==> src/rtl/muldiv_pkg.sv <==
// Shared definitions for the HI/LO sequencer: state encoding and widths.
package muldiv_pkg;

    localparam int DATA_W          = 32;
    localparam int DEFAULT_TIMEOUT = 64;

    typedef enum logic [1:0] {
        IDLE      = 2'd0,
        WAIT_MULT = 2'd1,
        WAIT_DIV  = 2'd2
    } state_t;

endpackage

==> src/rtl/hilo_regs.sv <==
// Architectural HI/LO register pair with capture and MTHI/MTLO write muxing.
// Captures only happen in a wait state and writes only in IDLE, so the two
// paths never compete; the priority below is just a deterministic order.
module hilo_regs
    import muldiv_pkg::*;
(
    input  logic              clk,
    input  logic              reset,
    input  logic              cap_mult,
    input  logic              cap_div,
    input  logic              wr_hi,
    input  logic              wr_lo,
    input  logic [DATA_W-1:0] mult_high,
    input  logic [DATA_W-1:0] mult_low,
    input  logic [DATA_W-1:0] div_rem,
    input  logic [DATA_W-1:0] div_quo,
    input  logic [DATA_W-1:0] wdata,
    output logic [DATA_W-1:0] hi,
    output logic [DATA_W-1:0] lo
);

    // Update HI/LO from a unit result or from an MTHI/MTLO write.
    always_ff @(posedge clk) begin
        if (reset) begin
            hi <= '0;
            lo <= '0;
        end else if (cap_mult) begin
            hi <= mult_high;
            lo <= mult_low;
        end else if (cap_div) begin
            hi <= div_rem;
            lo <= div_quo;
        end else begin
            if (wr_hi) hi <= wdata;
            if (wr_lo) lo <= wdata;
        end
    end

endmodule

==> src/rtl/hilo_unit.sv <==
// Sequencer between control and the multi-cycle multiplier/divider.
// Handshake: control raises start_mult/start_div and holds it until busy is
// seen; busy rises on the edge after the request is sampled in IDLE and falls
// on the edge that produces exactly one of done/div0_exc/timeout.
module hilo_unit
    import muldiv_pkg::*;
#(
    parameter int TIMEOUT = DEFAULT_TIMEOUT,
    parameter int CNT_W   = 7
) (
    input  logic              clk,
    input  logic              reset,
    input  logic              start_mult,
    input  logic              start_div,
    output logic              mult_ctrl,
    output logic              div_ctrl,
    input  logic              mult_end,
    input  logic [DATA_W-1:0] mult_high,
    input  logic [DATA_W-1:0] mult_low,
    input  logic              div_end,
    input  logic [DATA_W-1:0] div_rem,
    input  logic [DATA_W-1:0] div_quo,
    input  logic              div_zero,
    input  logic              mthi,
    input  logic              mtlo,
    input  logic [DATA_W-1:0] wdata,
    output logic [DATA_W-1:0] hi,
    output logic [DATA_W-1:0] lo,
    output logic              busy,
    output logic              done,
    output logic              div0_exc,
    output logic              timeout
);

    state_t           state;
    logic [CNT_W-1:0] cnt;

    logic idle;
    logic cnt_live;
    logic cnt_last;
    logic mult_fire;
    logic div_fire;
    logic cap_mult;
    logic cap_div;
    logic wr_hi;
    logic wr_lo;

    // The first wait cycle ignores end flags: the unit may still be showing
    // the level-high flag left over from the previous operation.
    assign idle      = (state == IDLE);
    assign cnt_live  = (cnt != '0);
    assign cnt_last  = (cnt == CNT_W'(TIMEOUT - 1));
    assign mult_fire = (state == WAIT_MULT) && cnt_live && mult_end;
    assign div_fire  = (state == WAIT_DIV) && cnt_live && div_end;
    assign cap_mult  = mult_fire;
    assign cap_div   = div_fire && !div_zero;
    assign wr_hi     = idle && mthi;
    assign wr_lo     = idle && mtlo;

    hilo_regs u_regs (
        .clk       (clk),
        .reset     (reset),
        .cap_mult  (cap_mult),
        .cap_div   (cap_div),
        .wr_hi     (wr_hi),
        .wr_lo     (wr_lo),
        .mult_high (mult_high),
        .mult_low  (mult_low),
        .div_rem   (div_rem),
        .div_quo   (div_quo),
        .wdata     (wdata),
        .hi        (hi),
        .lo        (lo)
    );

    // Sequencer FSM: launch, wait with timeout, and registered status pulses.
    always_ff @(posedge clk) begin
        if (reset) begin
            state     <= IDLE;
            cnt       <= '0;
            mult_ctrl <= 1'b0;
            div_ctrl  <= 1'b0;
            busy      <= 1'b0;
            done      <= 1'b0;
            div0_exc  <= 1'b0;
            timeout   <= 1'b0;
        end else begin
            mult_ctrl <= 1'b0;
            div_ctrl  <= 1'b0;
            done      <= 1'b0;
            div0_exc  <= 1'b0;
            timeout   <= 1'b0;
            case (state)
                IDLE: begin
                    if (start_mult) begin
                        mult_ctrl <= 1'b1;
                        busy      <= 1'b1;
                        cnt       <= '0;
                        state     <= WAIT_MULT;
                    end else if (start_div) begin
                        div_ctrl  <= 1'b1;
                        busy      <= 1'b1;
                        cnt       <= '0;
                        state     <= WAIT_DIV;
                    end
                end
                WAIT_MULT: begin
                    if (mult_fire) begin
                        done  <= 1'b1;
                        busy  <= 1'b0;
                        state <= IDLE;
                    end else if (cnt_last) begin
                        timeout <= 1'b1;
                        busy    <= 1'b0;
                        state   <= IDLE;
                    end else begin
                        cnt <= cnt + 1'b1;
                    end
                end
                WAIT_DIV: begin
                    if (div_fire) begin
                        if (div_zero) div0_exc <= 1'b1;
                        else          done     <= 1'b1;
                        busy  <= 1'b0;
                        state <= IDLE;
                    end else if (cnt_last) begin
                        timeout <= 1'b1;
                        busy    <= 1'b0;
                        state   <= IDLE;
                    end else begin
                        cnt <= cnt + 1'b1;
                    end
                end
                default: begin
                    busy  <= 1'b0;
                    state <= IDLE;
                end
            endcase
        end
    end

endmodule

==> config.mk <==
export PLATFORM = sky130hd
export DESIGN_NAME = hilo_unit
export DESIGN_NICKNAME = d
export VERILOG_FILES = /design/src/rtl/muldiv_pkg.sv /design/src/rtl/hilo_regs.sv /design/src/rtl/hilo_unit.sv
export SDC_FILE = /design/constraint.sdc
export NUM_CORES = 1
export LEC_CHECK = 0
export CAP_MARGIN = 25
export CORE_ASPECT_RATIO = 1.1
export CORE_MARGIN = 2
export CORE_UTILIZATION = 35
export CTS_CLUSTER_SIZE = 14
export DETAILED_ROUTE_END_ITERATION = 6
export PLACE_DENSITY = 0.77
export SLEW_MARGIN = 20
export SYNTH_ARGS = -nofsm -noshare
export SYNTH_HDL_FRONTEND = slang
export SYNTH_SLANG_ARGS = --single-unit
==> constraint.sdc <==
create_clock -name clk -period 5.1 [get_ports clk]
set_input_delay 0.51 -clock clk [delete_from_list [all_inputs] [get_ports clk]]
set_output_delay 0.51 -clock clk [all_outputs]
set_load 0.005 [all_outputs]
==> metrics.md <==
| Metric | Value |
|---|---|
| Total Routing Usage GR | 24.0% |
| Normalized max-slew margin | 43.2% |
| Fin. max-slew vios | 0 |
| Net Count, Synth | around 640 |
| DR pass1 iterations | 4 |
| Synth Warn # | 0 |
| CTS buffer count | 9 |
| Die height | 114 um |
| Skew-Pair Late Insertion Delay | 0.33 ns |
| Metal-1 WL | 6220 um |
| RSZ-0062 raised after global routing | no |
| Most common library cells after synthesis | 79 x dfxtp_1, 70 x nand2_1, 64 x o22a_1, 64 x o22ai_1, 56 x o21ai_0 |
| Clock Path Buffers | 2 |
| Dominant cell type by area after synthesis | dfxtp_1 |
| Largest cells by area after synthesis | dfxtp_1 41%, o22a_1 14%, o22ai_1 10%, o21ai_0 7.2%, nand2_1 6.8% |
| Chip width | 104 um |
| Fin crit share | 60.5% |
| RD Place Congestion | about 0.9 |
| Routed wire length | about 15,000 um |
| Fin area | approximately 6700 sq um |
| Register area share after synthesis | 40.9% |
| CP Data Required Time | 5.34 ns |
| Dpl cells | 812 |
| Htree depth | 3 |
| Syn-to-layout area delta | 72.6% |
| I/O Pins | 239 |
| Root buffer cell | clkbuf_16 |
| Post-route ant nets | 0 |
| P per Cell Area | around 290 nW/um^2 |
| Antenna violations before repair | 0 |
| Pleak | 2.25 nW |
| Die area | 11,900 sq um |
| DP HPWL | approximately 11,000 um |
| Top-count cell post-synth | dfxtp_1 |
| Worst-path clk slew | roughly 0.060 ns |
| WL met3 | between 900 and 1000 um |
| Placement Rows | 40 |
| Largest net degree at the start of global routing | 65 |
| Asr flop ratio synth | 0% |
| Clock skew | between 0.009 and 0.01 ns |
| Post-route DRC | 0 |
| Cts hold-fix bufs | 0 |
| Synth top area share | 40.9% |
| Post-CTS Setup Bufs | 0 |
| Crit Path Class | flop to flop |
| Placed cell area | 6330 sq um |
| Startpoint Class | flop |
| Seq cells post-synth | 79 |
| Post-CTS Resized | 0 |
| CP Max Fanout | 35 |
| CTS Sinks | 79 |
| CTS tree | built |
| Wire length per cell | 17.9 um |
| Post-synth EDFFs | 0 |
| Number of max-cap violations | 0 |
| Worst-Margin Slew | 0.850 ns |
| Outcome | completed |
| Initial drt markers | 223 |
| Achievable Freq | 0.324 GHz |
| Worst hold path type | flop to flop |
| Final Total Pwr | 1.92 mW |
| Cells after synthesis | 464 |
| Via-to-Cell Ratio | around 5.5 |
| Reg2reg setup slack | roughly 2.0 ns |
| First-pass GRT wire length | 23,100 um |
| Vias after detailed routing | 4,511 |
| Synth Cell Area | around 3900 sq um |
| Top_reg_cell synth | dfxtp_1 |
| Minimum clock period | 3.09 ns |
| Hold Violations, Final | 0 |
| Max VDD drop | 0.000188 V |
| Antenna diodes | 0 |
| Avg Inst Size Synth | 8.34 sq um |
| Layout cells sized above 1 | 4.56% |
| WP data arrival | approximately 3.3 ns |
| Remaining global-route overflow | 0 |
| Unique masters post-synth | 40 |
| Met2 wire length | 7230 um |
| Top sig layer | met4 |
| Core footprint | 10,900 sq um |
| Final nets | 851 |
| CP Capture Type | flop |
| PortBufs | 238 |
| Post-route setup TNS | 0 ns |
| Post-Layout Cell Count | 827 |
| Initial Util | between 30% and 40% |
| Number of global-route vias before repair | 4,464 |
| Setup Viol. Count Final | 0 |
report_power, final:
part / switching, mW / internal, mW / total [mW] / leakage [nW]
Clock: 0.242 / 0.503 / 0.745 / 0.169
Sequential: 0.0297 / 0.670 / 0.700 / 0.648
Combinational: 0.199 / 0.279 / 0.478 / 1.43
Total: 0.471 / 1.45 / 1.92 / 2.25
final cells by class:
type	instances	area, sq um
fill	935	4180
timing repair buffer	244	2430
multi-input combinational	333	2110
sequential	79	1580
clock buffer	12	256
tap	147	184
clock inverter	3	90.1
inverter	9	33.8
per-stage QoR:
stage               setup WS (ns)  hold WS (ns)  util, %
detailed placement           1.81         0.444     58.3
CTS                          2.05         0.452     61.5
floorplan                    3.19         0.446        -
global route                 1.82         0.464     61.5
finish                       2.01         0.449     61.5
global placement             1.94         0.433     58.3
cell usage in the layout (no fill, tap or decap), types with 2 or more instances in the layout:
cell type,Yosys,layout
ha_1,6,6
nor2_1,4,3
o31ai_1,2,2
o32ai_1,3,3
o22a_1,64,64
nor4_1,2,2
nor3b_1,2,2
nand2_1,70,69
nand2b_1,3,2
a21oi_1,7,7
nor2b_1,5,5
a22o_1,3,3
buf_4,4,6
o22ai_1,64,64
clkbuf_8,0,2
inv_1,9,9
clkdlybuf4s50_1,0,238
nand3_1,2,2
o21ai_1,13,13
o21ai_0,56,56
nor3_1,3,3
or3_1,3,3
or2_2,2,2
dfxtp_1,79,79
clkbuf_16,0,9
and2_1,2,2
bufinv_16,0,3
a211oi_4,0,2
a22oi_1,2,2
nand3b_1,2,2
state kept, by name (all words and copies together) (netlist names):
name	flops
busy	1
cnt	7
div0_exc	1
div_ctrl	1
done	1
mult_ctrl	1
state	2
timeout	1
u_regs.hi	32
u_regs.lo	32
metal layers:
layer / up-vias / track usage [%]
li1: 2178 / -
met1: 2087 / 29.5
met2: 219 / 42.1
met3: 27 / 5.07
met4: 0 / 7.75
met5: - / 0
worst paths after layout:
kind                 startpoint             to  depth (start not counted)
hold reg to reg   u_regs.hi[19]  u_regs.hi[19]                          2
setup / recovery       state[1]         cnt[0]                          8
hold / removal    u_regs.hi[19]  u_regs.hi[19]                          2
setup reg to reg       state[1]         cnt[0]                          8
cells by family after synthesis:
| group | share of synthesized area [%] |
|---|---|
| adders and majority gates | 1.94 |
| DFF | 40.9 |
| muxes | 0.259 |
| AOI/OAI and AO/OA | 38.3 |
| and+or+nand+nor | 13.1 |
| buffers and inverters | 5.56 |
critical path, stage by stage, from the launching register on:
cell	delay [ns]
dfxtp_1	0.40
inv_1	0.10
ha_1	0.24
nand2_2	0.58
buf_4	0.51
a22oi_1	0.12
or3b_1	0.54
or2_4	0.31
o31ai_2	0.17
(Power assumes the default switching activity.)
